[src/rtl/seq_shift_add_multiplier_if.sv]
// Start/Done handshake bundle for the sequential shift-and-add multiplier.
// The master issues operands and Start; the slave returns Product, Ready and Done.
interface seq_shift_add_multiplier_if #(
  parameter int WIDTH = 5
);
  logic               Start;
  logic [WIDTH-1:0]   Multiplicand;
  logic [WIDTH-1:0]   Multiplier;
  logic [2*WIDTH-1:0] Product;
  logic               Ready;
  logic               Done;

  modport master (
    output Start, Multiplicand, Multiplier,
    input  Product, Ready, Done
  );

  modport slave (
    input  Start, Multiplicand, Multiplier,
    output Product, Ready, Done
  );
endinterface

[src/rtl/seq_shift_add_multiplier.sv]
// Sequential unsigned shift-and-add multiplier: WIDTH x WIDTH -> 2*WIDTH.
// One partial-product iteration per clock, WIDTH iterations per operation,
// with a Moore IDLE/CALC/DONE controller and a Start/Done handshake that
// matches the restoring divider it sits beside.
module seq_shift_add_multiplier #(
  parameter int WIDTH = 5
) (
  input logic                    CLK,
  input logic                    RST_N,
  seq_shift_add_multiplier_if.slave bus
);

  localparam int CNT_W = $clog2(WIDTH + 1);

  typedef enum logic [1:0] {
    IDLE = 2'd0,
    CALC = 2'd1,
    DONE = 2'd2
  } state_t;

  state_t             state;
  state_t             state_nxt;
  logic               ready;
  logic               done;

  // Latched multiplicand, {carry, upper, lower} shift register, iteration count
  logic [WIDTH-1:0]   opnd;
  logic [2*WIDTH:0]   shreg;
  logic [CNT_W-1:0]   cnt;
  logic [2*WIDTH-1:0] product;
  logic [2*WIDTH:0]   shreg_step;

  // One iteration: conditionally add the multiplicand into the upper half at
  // WIDTH+1 bits, then shift {carry, upper, lower} right with the carry
  // entering the MSB. The bit shifted out of lower is the consumed multiplier bit.
  function automatic logic [2*WIDTH:0] shift_add_step(
    input logic [2*WIDTH:0] sr,
    input logic [WIDTH-1:0] a
  );
    logic [WIDTH:0] sum;
    sum = {1'b0, sr[2*WIDTH-1:WIDTH]};
    if (sr[0]) begin
      sum = sum + {1'b0, a};
    end
    return {1'b0, sum, sr[WIDTH-1:1]};
  endfunction

  assign shreg_step = shift_add_step(shreg, opnd);

  // Controller state register
  always_ff @(posedge CLK or negedge RST_N) begin
    if (!RST_N) begin
      state <= IDLE;
    end else begin
      state <= state_nxt;
    end
  end

  // Next-state logic and Moore outputs decoded from the current state
  always_comb begin
    state_nxt = state;
    ready     = 1'b0;
    done      = 1'b0;
    case (state)
      IDLE: begin
        ready = 1'b1;
        if (bus.Start) begin
          state_nxt = CALC;
        end
      end
      CALC: begin
        if (cnt == CNT_W'(1)) begin
          state_nxt = DONE;
        end
      end
      DONE: begin
        done      = 1'b1;
        state_nxt = IDLE;
      end
      default: begin
        state_nxt = IDLE;
      end
    endcase
  end

  // Datapath: load operands on accept, iterate in CALC, capture the product
  // on the final iteration so it is visible exactly while Done is high
  always_ff @(posedge CLK or negedge RST_N) begin
    if (!RST_N) begin
      opnd    <= '0;
      shreg   <= '0;
      cnt     <= '0;
      product <= '0;
    end else begin
      case (state)
        IDLE: begin
          if (bus.Start) begin
            opnd  <= bus.Multiplicand;
            shreg <= {{(WIDTH + 1){1'b0}}, bus.Multiplier};
            cnt   <= CNT_W'(WIDTH);
          end
        end
        CALC: begin
          shreg <= shreg_step;
          cnt   <= cnt - 1'b1;
          if (cnt == CNT_W'(1)) begin
            product <= shreg_step[2*WIDTH-1:0];
          end
        end
        default: begin
        end
      endcase
    end
  end

  assign bus.Product = product;
  assign bus.Ready   = ready;
  assign bus.Done    = done;

endmodule
[src/flat_wrapper.sv]
// flat-port wrapper written by rule: the top's interface ports become plain ports
module seq_shift_add_multiplier_flat 
#(
  parameter int WIDTH = 5
)
  (CLK, RST_N, bus_Start, bus_Multiplicand, bus_Multiplier, bus_Product, bus_Ready, bus_Done);
  seq_shift_add_multiplier_if #(.WIDTH(WIDTH)) bus_i ();
  input logic CLK;
  input logic RST_N;
  input wire logic [$bits(bus_i.Start)-1:0] bus_Start;
  input wire logic [$bits(bus_i.Multiplicand)-1:0] bus_Multiplicand;
  input wire logic [$bits(bus_i.Multiplier)-1:0] bus_Multiplier;
  output wire logic [$bits(bus_i.Product)-1:0] bus_Product;
  output wire logic [$bits(bus_i.Ready)-1:0] bus_Ready;
  output wire logic [$bits(bus_i.Done)-1:0] bus_Done;
  assign bus_i.Start = bus_Start;
  assign bus_i.Multiplicand = bus_Multiplicand;
  assign bus_i.Multiplier = bus_Multiplier;
  assign bus_Product = bus_i.Product;
  assign bus_Ready = bus_i.Ready;
  assign bus_Done = bus_i.Done;
  seq_shift_add_multiplier #(.WIDTH(WIDTH)) u_core (.CLK(CLK), .RST_N(RST_N), .bus(bus_i));
endmodule
[config.mk]
export PLATFORM = sky130hd
export DESIGN_NAME = seq_shift_add_multiplier_flat
export DESIGN_NICKNAME = d
export VERILOG_FILES = /design/src/rtl/seq_shift_add_multiplier_if.sv /design/src/rtl/seq_shift_add_multiplier.sv /design/src/flat_wrapper.sv
export SDC_FILE = /design/constraint.sdc
export NUM_CORES = 1
export LEC_CHECK = 0
export BUFFER_PORTS_ARGS = -buffer_cell sky130_fd_sc_hd__buf_2
export CAP_MARGIN = 20
export CORE_MARGIN = 3
export CORE_UTILIZATION = 49
export CTS_BUF_LIST = sky130_fd_sc_hd__clkbuf_16
export DETAILED_ROUTE_END_ITERATION = 10
export GPL_TIMING_DRIVEN = 0
export PLACE_DENSITY = 0.75
export SYNTH_ARGS = -nofsm -noshare
export SYNTH_HDL_FRONTEND = slang
export SYNTH_SLANG_ARGS = --single-unit
[constraint.sdc]
create_clock -name CLK -period 1.81 [get_ports CLK]
set_input_delay 0 -clock CLK [delete_from_list [all_inputs] [get_ports CLK]]
set_output_delay 0 -clock CLK [all_outputs]
set_load 0.1 [all_outputs]
# --- After elaboration in Yosys (flattened, before gate mapping) ---
# Cells that the tools add are included.
totals:
  register_bits: 30
  latchBits: 0
  ram_bits: 0
  mem_bits_ro: 0
  input_bits: 13
  output_inout_bits: 12
  word_cells: 28
  n_memories: 0
classes:
  add_sub_neg: 2
  n_mul: 0
  n_div: 0
  magnitude_cmp: 0
  n_eq_ne: 5
  shift: 0
  mux: 10
  bitwise: 0
  reduce_logical: 6
ops:
  columns: ["operator", "count"]
  rows:
  - ["10-bit case mux with 2 select lines", 1]
  - ["10-bit two-way mux", 1]
  - ["2-bit AND reduction", 4]
  - ["5-bit by 5-bit adder with 6-bit output", 1]
  - ["6-bit two-way mux", 1]
  - ["3-bit case mux with 2 select lines", 1]
  - ["2-bit two-way mux", 2]
  - ["2-bit case mux with 2 select lines", 1]
  - ["3-bit by 1-bit == test with 1-bit output (second input constant)", 1]
  - ["3-bit two-way mux", 1]
  - ["3-bit by 1-bit subtractor with 3-bit output (second input constant)", 1]
  - ["2-bit by 1-bit == test with 1-bit output (second input constant)", 1]
  - ["2-bit == test (second input constant)", 1]
  - ["2-bit zero test", 1]
  - ["1-bit two-way mux", 2]
  - ["2-bit by 1-bit != test with 1-bit output (second input constant)", 1]
  - ["2-bit != test (second input constant)", 1]
  - ["2-bit nonzero test", 1]

# --- Longest topological paths before layout ---
depth:
  depth_word: 3
  depth_mapped: 7
  depth_no_buf: 6

# --- Least setup slack after synthesis ---
# Ideal clock, no wire load.
synth_timing:
  kind: "reg-to-reg"
  startpoint: "register u_core.state[0]"
  endpoint: "register u_core.shreg[8]"
  setup_ps: 136
  arrival_ps: 2554
  required_time_ps: 1674
  slack_ps: -881
  stages_incl_launch_ff: 6
  path_buffers: 1
  period_less_slack_ps: 2691
  cell_sequence: "dfrtp_1 nor2_1 nand2_1 buf_2 nand3_1 o21ai_0"
synth_via:
  elab_chain_len: 3
  word_cells_on_any_way: 6
  classes_between: "2 x eq/ne; 1 x mux; 3 x reduce/logical"
synth_lines:
  columns: ["item", "line_no", "source"]
  rows:
  - ["from (decl)", "seq_shift_add_multiplier.sv:21", "state_t state;"]
  - ["from (signal assigned)", "seq_shift_add_multiplier.sv:55", "state <= state_nxt;"]
  - ["2-bit by 1-bit == test with 1-bit output / 2-bit zero test (equally long branches)", "seq_shift_add_multiplier.sv:95", "case (state)"]
  - ["2-bit nonzero test (no source line) / 2-bit != test (equally long branches)", null, null]
  - ["2-bit AND reduction (no source line)", null, null]
  - ["to (signal assigned)", "seq_shift_add_multiplier.sv:99", "shreg <= {{(WIDTH + 1){1'b0}}, bus.Multiplier};"]
  - ["to (signal assigned)", "seq_shift_add_multiplier.sv:104", "shreg <= shreg_step;"]
  - ["to (decl)", "seq_shift_add_multiplier.sv:28", "logic [2*WIDTH:0] shreg;"]
# Parallel ways exist; a longest one is shown, timed or not.
# A chain may end at the register's enable or synchronous reset.

# --- Final worst setup path ---
layout_timing:
  startpoint: "register u_core.opnd[0]"
  endpoint: "register u_core.shreg[8]"
layout_via:
  elab_chain_len: 3
layout_lines:
  columns: ["item", "line_no", "source"]
  rows:
  - ["from (decl)", "seq_shift_add_multiplier.sv:27", "logic [WIDTH-1:0] opnd;"]
  - ["from (signal assigned)", "seq_shift_add_multiplier.sv:98", "opnd <= bus.Multiplicand;"]
  - ["5-bit by 5-bit adder with 6-bit output", "seq_shift_add_multiplier.sv:43", "sum = sum + {1'b0, a};"]
  - ["6-bit two-way mux", "seq_shift_add_multiplier.sv:42", "if (sr[0]) begin"]
  - ["10-bit case mux with 2 select lines", "seq_shift_add_multiplier.sv:95", null]
# Every way passes these cells.

==> results.md <==
- Post-placement cell area: 0.00159 mm²
- Overall die width: 59.8 µm
- Die Height: 59.8 µm
- Post-route clock skew: 4.57 ps
- Global placer's final weighted congestion: 0.765
- CORE AREA: 0.00261 mm²
- Top routing layer in use: met4
- Clock transition at the registers of the reported paths: 50 ps
- Routed wirelength normalized by instance count: 14.7 µm
- Startpoint of the lowest-slack hold path: bus_Start
- Via count of the first global-routing pass: 1,191
- Post-route cell area: 0.00191 mm²
- Crit path launch: u_core.opnd[0]$_DFFE_PN0P_
- Total number of yosys warnings: 0
- Wirelength, routed: 3240 µm
- TritonCTS clock tree: done
- Most area-consuming cells after synthesis: sky130_fd_sc_hd__dfrtp_1 53%, sky130_fd_sc_hd__nand2_1 8.5%, sky130_fd_sc_hd__ha_1 6.2%, sky130_fd_sc_hd__o21ai_1 4.2%, sky130_fd_sc_hd__mux2_1 3.2%
- Routed via count: 1,180
- Number of routed nets with antenna violations: 0
- Number of antenna violations at the first check in global routing: 0
- Combined area of the multi-input logic cells: 676 µm²
- Cell depth of the worst hold path: 4
- Result of the run: completed
- Async S/R FF share, synth: 1.00
- Sequential Area: 751 µm²
- Number of violations reported at the end of detailed-routing iteration 0: 37
- Tcrit/Tclk final: 0.999
- Total inserted antenna cells: 0
- Final min period: 1810 ps
- WP data arrival: 1950 ps
- DRC: 0
- Synth Instances: 143
- Worst skew pair latency: 270 ps
- Critical path class: reg -> reg
- Wire length on met3: 171 µm
- Total I/O pin count: 25
- Filler cell count in the final layout: 191
- Tot GR Track Use: 0.207
- Sequential fraction of the synthesis area: 0.530
- Port buffer count: 24
- Setup violations, final: 0
- Max-slew violation count: 0
- Average instance area after synthesis: 9.91 µm²
- List of most frequent post-synthesis cells: 32 x sky130_fd_sc_hd__nand2_1, 30 x sky130_fd_sc_hd__dfrtp_1, 12 x sky130_fd_sc_hd__o21ai_1
- Worst Hold Class: in -> reg
- Total gr overflow: 0
- Post-synthesis cell type with the largest combined area: sky130_fd_sc_hd__dfrtp_1
- Met1 WL: 1420 µm
- NumNets Final: 210
- Fraction of final layout cells sized beyond drive strength 1: 0.263
- Required time of the critical path: 1950 ps
- Count of TritonRoute iterations in the first routing pass: 4
- Worst-path fanout max: 2
- DPL Wire Length: 2160 µm
- Starting utilization of the core area: 0.543
- Number of synthesized register bits: 30
- Num rows: 18
- Max-capacitance violation count: 0
- Setup repair after global routing missed its margin: yes
- Most common flop cell mapped by yosys: sky130_fd_sc_hd__dfrtp_1
- Die footprint: 0.00357 mm²
- Final Hold Violating Endpoints: 0
- Depth of the worst register-to-register path: 6
- Wire length on met2: 1620 µm
- Remaining max-slew budget at the tightest pin: 0.564
- Number of enable flip-flop cells after synthesis: 0
- First-pass GRT wire length: 5390 µm
- Clk Tree Root Cell: sky130_fd_sc_hd__clkbuf_16
- Area fraction of the dominant cell type after synthesis: 0.530
- Post-synthesis cell type count: 32
- Worst Max-Slew Pin Slew: 655 ps
- CTS buffer count: 5
- Critical path startpoint category: register
- Ratio of routed vias to standard cells: 5.36
- Critical Path End Type: register
- Max Root-Sink Buffers: 2
- Startpoint of the worst register-to-register path: u_core.opnd[0]$_DFFE_PN0P_
- Area of the mapped netlist: 0.00142 mm²
- TritonCTS sink count: 30
- Largest net degree at the start of global routing: 31
- Area growth, synth to finish: 34.8%
- Nets in the synthesized netlist: 164
- Cell with the most instances after synthesis: sky130_fd_sc_hd__nand2_1
- Timing-limited maximum frequency: 553 MHz
- H-tree levels: 2
==> critical path: stages, from the launching register on <==
cell	delay [ps]
sky130_fd_sc_hd__dfrtp_1	420
sky130_fd_sc_hd__ha_4	190
sky130_fd_sc_hd__fa_2	340
sky130_fd_sc_hd__and3_4	160
sky130_fd_sc_hd__or3_4	340
sky130_fd_sc_hd__a31oi_4	150
sky130_fd_sc_hd__o21ai_1	70
==> kinds of logic (layout without fill, tap and decap cells) <==
kind of cell | count (synthesis) | count (layout) | synth area share
buffers and inverters | 9 | 56 | 0.0318
and+or+nand+nor | 59 | 59 | 0.191
AOI/OAI and AO/OA | 30 | 30 | 0.120
muxes | 6 | 6 | 0.0459
DFF | 30 | 30 | 0.530
adders and majority gates | 8 | 8 | 0.0759
xor gates and xnor gates | 1 | 1 | 0.00618
==> registers in the layout, summed over array words and instances (netlist names) <==
register and cells:
u_core.cnt 3, u_core.bus.Product 10, u_core.opnd 5, u_core.shreg 10, u_core.state 2
==> what timing repair did <==
item	in CTS	in global routing
pin swaps	4	4
hold endpoints to repair	40	0
buffers inserted	3	1
hold buffers	11	0
setup endpoints to repair	2	4
gates resized for setup	5	3
==> area by class of cell <==
| class | count | share of cell area |
|---|---|---|
| Sequential cell | 30 | 0.393 |
| Multi-Input combinational cell | 104 | 0.354 |
| Timing Repair Buffer | 39 | 0.136 |
| Clock buffer | 5 | 0.0655 |
| Tap cell | 30 | 0.0196 |
| Buffer | 6 | 0.0177 |
| Clock inverter | 3 | 0.00851 |
| Inverter | 3 | 0.00589 |
==> cells in the final DEF, fill, tap and decap left out, drive strengths merged, types with 2 or more instances in the layout <==
master	count
nand2	33
buf	33
dfrtp	30
o21ai	17
dlygate4sd3	11
nand3	7
nor2	7
ha	7
clkbuf	6
a31oi	6
nor2b	4
mux2	4
inv	3
a21oi	2
a21o	2
mux2i	2
and3	2
clkinv	2
==> stage by stage <==
| step | setup TNS [ps] | setup WS [ps] | utilization | instances | hold WS [ps] |
|---|---|---|---|---|---|
| 6_report | 0 | 2.47 | 0.731 | 220 | 153 |
| 5_1_grt | -66.5 | -36.5 | 0.731 | 220 | 183 |
| 4_1_cts | -112 | -57.9 | 0.720 | 219 | 157 |
| 3_5_place_dp | -219 | -121 | 0.607 | 197 | 67.7 |
| 3_3_place_gp | -88.7 | -59.7 | 0.607 | 197 | 56.7 |
| 2_1_floorplan | 0 | 26.4 | - | 143 | -296 |
==> metal layers <==
| metal | up-vias | GRT usage |
|---|---|---|
| met1 | 566 | 0.233 |
| li1 | 580 | - |
| met4 | 0 | 0.0538 |
| met3 | 2 | 0.0799 |
| met5 | - | 0 |
| met2 | 32 | 0.364 |
==> worst paths after layout <==
path	end	slack, ps
setup reg to reg	u_core.shreg[8]$_DFFE_PN0P_	2
min in group asynchronous	u_core.shreg[0]$_DFFE_PN0P_	290
max in group asynchronous	u_core.shreg[8]$_DFFE_PN0P_	1090
hold reg to reg	u_core.bus.Product[7]$_DFFE_PN0P_	480
setup / recovery	u_core.shreg[8]$_DFFE_PN0P_	2
hold / removal	u_core.shreg[0]$_DFFE_PN0P_	150
Power is left out: the tool's default activity adds up to more than one toggle a clock period on the data nets, which glitch-free logic cannot reach.
